<file path="src/rtl/lsu_pkg.sv">
// lsu_pkg: size encodings, FSM states and byte-mask helper shared by the MEM-stage load/store unit
package lsu_pkg;
  localparam logic [3:0] LS_SIZE_B = 4'b0001;
  localparam logic [3:0] LS_SIZE_H = 4'b0010;
  localparam logic [3:0] LS_SIZE_W = 4'b0100;
  localparam logic [3:0] LS_SIZE_D = 4'b1000;
  typedef enum logic [2:0] {ST_IDLE, ST_REQ, ST_WAIT, ST_DONE, ST_DRAIN} mau_state_e;
  // Any encoding that is not a recognised one-hot size is treated as a dword
  function automatic logic [7:0] size_to_mask(input logic [3:0] size);
    return (size == LS_SIZE_B) ? 8'h01 : (size == LS_SIZE_H) ? 8'h03 : (size == LS_SIZE_W) ? 8'h0F : 8'hFF;
  endfunction
endpackage

</file>
<file path="src/rtl/lsu_load_align.sv">
// lsu_load_align: shifts a dcache dword down to the accessed bytes and sign/zero extends to full width
module lsu_load_align
  import lsu_pkg::*;
#(
  parameter int DATA_W = 64
) (
  input  logic [DATA_W-1:0] i_rdata,
  input  logic [2:0]        i_off,
  input  logic [3:0]        i_size,
  input  logic              i_is_unsigned,
  output logic [DATA_W-1:0] o_result
);
  logic [DATA_W-1:0] w_shifted;
  assign w_shifted = i_rdata >> {i_off, 3'b000};
  assign o_result = (i_size == LS_SIZE_B) ? {{(DATA_W-8){~i_is_unsigned & w_shifted[7]}}, w_shifted[7:0]}
                  : (i_size == LS_SIZE_H) ? {{(DATA_W-16){~i_is_unsigned & w_shifted[15]}}, w_shifted[15:0]}
                  : (i_size == LS_SIZE_W) ? {{(DATA_W-32){~i_is_unsigned & w_shifted[31]}}, w_shifted[31:0]}
                  : w_shifted;
endmodule

</file>
<file path="src/rtl/mem_access_unit.sv">
// mem_access_unit: MEM-stage load/store engine driving the dcache handshake and the pipeline stall
module mem_access_unit
  import lsu_pkg::*;
#(
  parameter int ADDR_W = 64,
  parameter int DATA_W = 64
) (
  input  logic                clock,
  input  logic                reset_n,
  input  logic                in_instr_valid,
  input  logic                in_is_load,
  input  logic                in_is_store,
  input  logic                in_is_unsigned,
  input  logic [3:0]          in_ls_size,
  input  logic [ADDR_W-1:0]   in_ls_address,
  input  logic [DATA_W-1:0]   in_store_data,
  input  logic                redirect_flush,
  output logic                mem_stall,
  output logic [DATA_W-1:0]   opload_read_data_wb,
  output logic                req_valid,
  input  logic                req_ready,
  output logic                req_is_store,
  output logic [ADDR_W-1:0]   req_addr,
  output logic [DATA_W-1:0]   req_wdata,
  output logic [DATA_W/8-1:0] req_wmask,
  input  logic                resp_valid,
  input  logic [DATA_W-1:0]   resp_rdata
);
  mau_state_e        r_state;
  mau_state_e        w_next;
  logic [DATA_W-1:0] r_load;
  logic [DATA_W-1:0] w_load;
  logic [2:0]        w_off;
  logic              w_mem_op;
  logic              w_hs;
  logic              w_flush_ok;
  assign w_off      = in_ls_address[2:0];
  assign w_mem_op   = in_instr_valid & (in_is_load | in_is_store);
  assign w_hs       = req_valid & req_ready;
  // A flush may only take effect while nothing irrevocable is in flight on the dcache side
  assign w_flush_ok = redirect_flush & ((r_state == ST_IDLE) | ((r_state == ST_REQ) & ~w_hs) | (r_state == ST_WAIT));
  // In DRAIN the old op has already left EX/MEM, so any op seen there is new and must wait
  assign mem_stall  = reset_n & ~w_flush_ok & w_mem_op & (r_state != ST_DONE);
  assign req_valid  = r_state == ST_REQ;
  assign req_is_store        = in_is_store;
  assign req_addr            = {in_ls_address[ADDR_W-1:3], 3'b000};
  assign req_wdata           = in_store_data << {w_off, 3'b000};
  assign req_wmask           = size_to_mask(in_ls_size) << w_off;
  assign opload_read_data_wb = r_load;
  lsu_load_align #(.DATA_W(DATA_W)) u_align (
    .i_rdata       (resp_rdata),
    .i_off         (w_off),
    .i_size        (in_ls_size),
    .i_is_unsigned (in_is_unsigned),
    .o_result      (w_load)
  );
  // State register; reset drops any transaction in flight
  always_ff @(posedge clock or negedge reset_n)
    if (!reset_n) r_state <= ST_IDLE;
    else          r_state <= w_next;
  // Load result register, updated only when a load response is taken in WAIT
  always_ff @(posedge clock or negedge reset_n)
    if (!reset_n)                           r_load <= '0;
    else if (r_state == ST_WAIT && resp_valid) r_load <= w_load;
  // Next-state logic; accepted stores are never withdrawn, flushed loads still absorb their response
  always_comb begin
    w_next = r_state;
    case (r_state)
      ST_IDLE:  w_next = (w_mem_op & ~redirect_flush) ? ST_REQ : ST_IDLE;
      ST_REQ:   w_next = w_hs ? (in_is_store ? ST_DONE : ST_WAIT) : redirect_flush ? ST_IDLE : ST_REQ;
      ST_WAIT:  w_next = resp_valid ? ST_DONE : redirect_flush ? ST_DRAIN : ST_WAIT;
      ST_DONE:  w_next = ST_IDLE;
      ST_DRAIN: w_next = resp_valid ? ST_IDLE : ST_DRAIN;
      default:  w_next = ST_IDLE;
    endcase
  end
endmodule

</file>
<file path="config.mk">
export PLATFORM = sky130hd
export DESIGN_NAME = mem_access_unit
export DESIGN_NICKNAME = d
export VERILOG_FILES = /design/src/rtl/lsu_pkg.sv /design/src/rtl/lsu_load_align.sv /design/src/rtl/mem_access_unit.sv
export SDC_FILE = /design/constraint.sdc
export NUM_CORES = 1
export LEC_CHECK = 0
export BUFFER_PORTS_ARGS = -buffer_cell sky130_fd_sc_hd__buf_4
export CORE_AREA = 2 2 157 159
export DETAILED_ROUTE_END_ITERATION = 7
export DIE_AREA = 0 0 159 161
export GPL_TIMING_DRIVEN = 0
export RECOVER_POWER = 25
export SLEW_MARGIN = 20
export SYNTH_ARGS = -nofsm -noshare
export SYNTH_HDL_FRONTEND = slang
export SYNTH_SLANG_ARGS = --single-unit
</file>
<file path="constraint.sdc">
create_clock -name clock -period 2.3 [get_ports clock]
set_input_delay 0.345 -clock clock [delete_from_list [all_inputs] [get_ports clock]]
set_output_delay 0.345 -clock clock [all_outputs]
set_load 0.02 [all_outputs]
</file>
==> impl_metrics.ini <==
[timing]
final.min_clock_period_ns = 2.30
drv_slew = 0
fin_worst_skew_ns = 0.00672
hold_violations = 0
setup_repair_after_global_routing_missed_its_margin = true
fin_hold_ws_ns = 0.121
setup_slack_ns = -0.00170
timing.max_slew.rel_slack_pct = 42.1
tightestPinTransition_ns = 0.869
period_share_pct = 100
maximum_operating_frequency_ghz = 0.434
finish_stage_setup_viols = 1

[layout]
fillers = 2539
layout-area-overhead-vs-synth_pct = 50.7
share_of_post_route_cells_with_drive_strength_above_1_pct = 42.9
layout.nets = 1424
final_util_pct = 44.0

[logic_synthesis]
synth.distinct_cells = 45
synth_largest_area_cell = dfrtp_1
postSynthCellCount = 865
yosysTopAreaCellShare_pct = 24.0
synth_most_common_cell = mux2i_1
syn_avg_cell_area_sq_um = 8.09
ys.warnings.count = 0
netlist_top_cells_area = dfrtp_1, mux2i_1, buf_4
synth-seq-cells = 67
synth_enable_flop_cells = 0
synth_seq_area_share_pct = 24.0
synth_top_flop_cell = dfrtp_1
synth_async_sr_flop_share_pct = 100
syn_area_sq_um = 7000
post_synth_most_frequent_cells = mux2i_1, nand2_1, nor2_1, a21oi_1, buf_4

[power_and_ir_drop]
comb_power_share_pct = 55.1
part_of_the_power_in_registers_pct = 26.3
p_clk_share_pct = 18.6
internal_power_w = 0.00485
power_switching_w = 0.00334
sw_frac_of_total_pct = 40.8
power_leakage_nw = 4.95
post_layout_power_w = 0.00819
powerDensity_nw_per_um2 = 776
vdd.ir_drop.worst_v = 0.000621

[global_route]
globalRouteOverflowTotal = 0
first_pass_grt_wire_length_microns = 54000
grt_max_degree = 69
antenna_found_initial = 3
global_route.usage.total_pct = 28.0
grt_pass1_vias = 8213

[clock_network]
clkTransAtPathRegs_ns = 0.06
cts_tree = built
hold_buffers = 0
ctsHtreeMaxLevel = 3
clock_tree.buffer_depth = 2
clk_latency_ns = 0.33
clock_sink_count = 67
cts-root-buf = clkbuf_16
numCtsBuffers = 9

[drt]
drt-vias-per-instance = 5.42
drtPass1Iterations = 5
wl_met1_microns = 16400
wl_met2_microns = 16800
met3_routed_wl_microns = 3600
drt_wl_total_microns = 37800
drc_errors = 0
highest-signal-layer = met4
detailroute.via_count = 8401
drt-initial-drc-count = 875
route.detailed.wl_per_inst_microns = 24.4
route.antenna.remaining_nets = 0

[placed_design]
hpwlAfterDp_microns = 30200
place.port_buffers = 341
gp_routability_congestion = 0.981

[min_path]
hold_class = in2async

[status]
violations = negative setup slack
outcome = finished, violations left

[setup_path]
worstPathRequired_ns = 1.96
setup.worst_path.end_class = output port
arrival_ns = 1.96
crit_fanout = 10
start_kind = input port
path_class = in2out

[job]
cap_violations = 0

[die]
start_util_pct = 29.2
die_x_microns = 159
boundaryPins = 408
dieArea_sq_um = 25600
die_height_microns = 161
core.rowCount = 57
core_area_sq_um = 24000
[stage by stage]
step | area [sq um] | worst slack, ns | setup TNS (ns) | std cells
after detailed placement | 10000 | -1.34 | -69.78 | 1532
after floorplan | 7030 | 0.0105 | 0 | 867
after global routing | 10500 | -0.0993 | -0.103 | 1551
after CTS | 10500 | 0.00259 | 0 | 1547
final | 10500 | -0.00170 | -0.00170 | 1551
after global placement | 9990 | -1.37 | -76.53 | 1532
[power by group through the flow]
| stage | Clock (W) | Combinational [W] | Sequential [W] |
|---|---|---|---|
| after floorplan | 0 | 0.00176 | 0.00281 |
| after global routing | 0.00160 | 0.00478 | 0.00223 |
| after detailed placement | 0 | 0.00445 | 0.00217 |
| after global placement | 0 | 0.00444 | 0.00216 |
| final | 0.00152 | 0.00451 | 0.00215 |
| after CTS | 0.00154 | 0.00451 | 0.00216 |
[cell type report]
type                       count  area (sq um)  area share (%)
multi-input combinational    649          4550            43.1
timing repair buffer         343          2520            23.9
sequential                    67          1680            15.9
buffer                       146          1050            9.92
tap                          324           405            3.85
clock buffer                  12           256            2.43
clock inverter                 4          72.6           0.688
inverter                       3          11.3           0.107
antenna                        3          7.51          0.0712
[path summary, 6_finish.rpt]
kind / depth (start not counted) / endpoint / start / slack [ns]
min in group clock: 2 / r_state[2] / resp_valid / 0.19
min reg2reg: 2 / opload_read_data_wb[18] / opload_read_data_wb[18] / 0.50
max in group asynchronous: 1 / opload_read_data_wb[30] / reset_n / 1.60
max: 7 / req_wmask[4] / in_ls_size[1] / -0.002
max reg2reg: 8 / opload_read_data_wb[22] / r_state[1] / 0.28
min: 1 / r_state[1] / reset_n / 0.12
[state kept, by name, summed over array words and instances, names as in the netlist]
register             count
opload_read_data_wb     64
r_state                  3
[layer usage]
layer	track usage, %	up-vias
met5	0	-
met4	7.81	0
met3	7.22	68
met2	43.0	501
met1	39.1	4038
li1	-	3794
[worst max-delay path: stages]
cell	delay, ns
buf_4	0.13
nor2b_1	0.16
o21ai_2	0.34
clkbuf_1	0.43
a22oi_1	0.19
o32ai_2	0.15
buf_4	0.20
[cells in the final DEF, fill, tap and decap left out, types with 4 or more instances in the layout]
cell,instances
a211o_1,11
a211oi_1,17
a21oi_1,71
a31oi_1,8
a32oi_1,5
and2_1,20
buf_2,13
buf_4,410
buf_6,4
clkbuf_1,35
clkbuf_16,9
clkbuf_2,8
clkbuf_4,11
dfrtp_1,67
mux2_2,28
mux2i_1,98
mux4_2,14
nand2_1,90
nand2b_1,5
nand3_1,11
nor2_1,86
nor2b_1,20
nor3_1,4
o211ai_1,10
o21a_1,4
o21ai_0,20
o21ai_1,16
o22a_1,48
o22ai_1,18
o2bb2ai_1,7
o32ai_1,7
[logic make-up after synthesis]
logic type,count (synthesis),share of synthesized area (%)
flops,67,24.0
compound gates,252,24.2
mux,142,23.3
simple gates,252,16.1
buf+inv,151,12.3
other cells,1,0.0536
[what timing repair did]
item,CTS,global route
pin swaps,1,1
setup endpoints to repair,126,42
resized for setup,86,29
setup buffers,0,2
No activity file was read; power rests on OpenSTA's default activity.
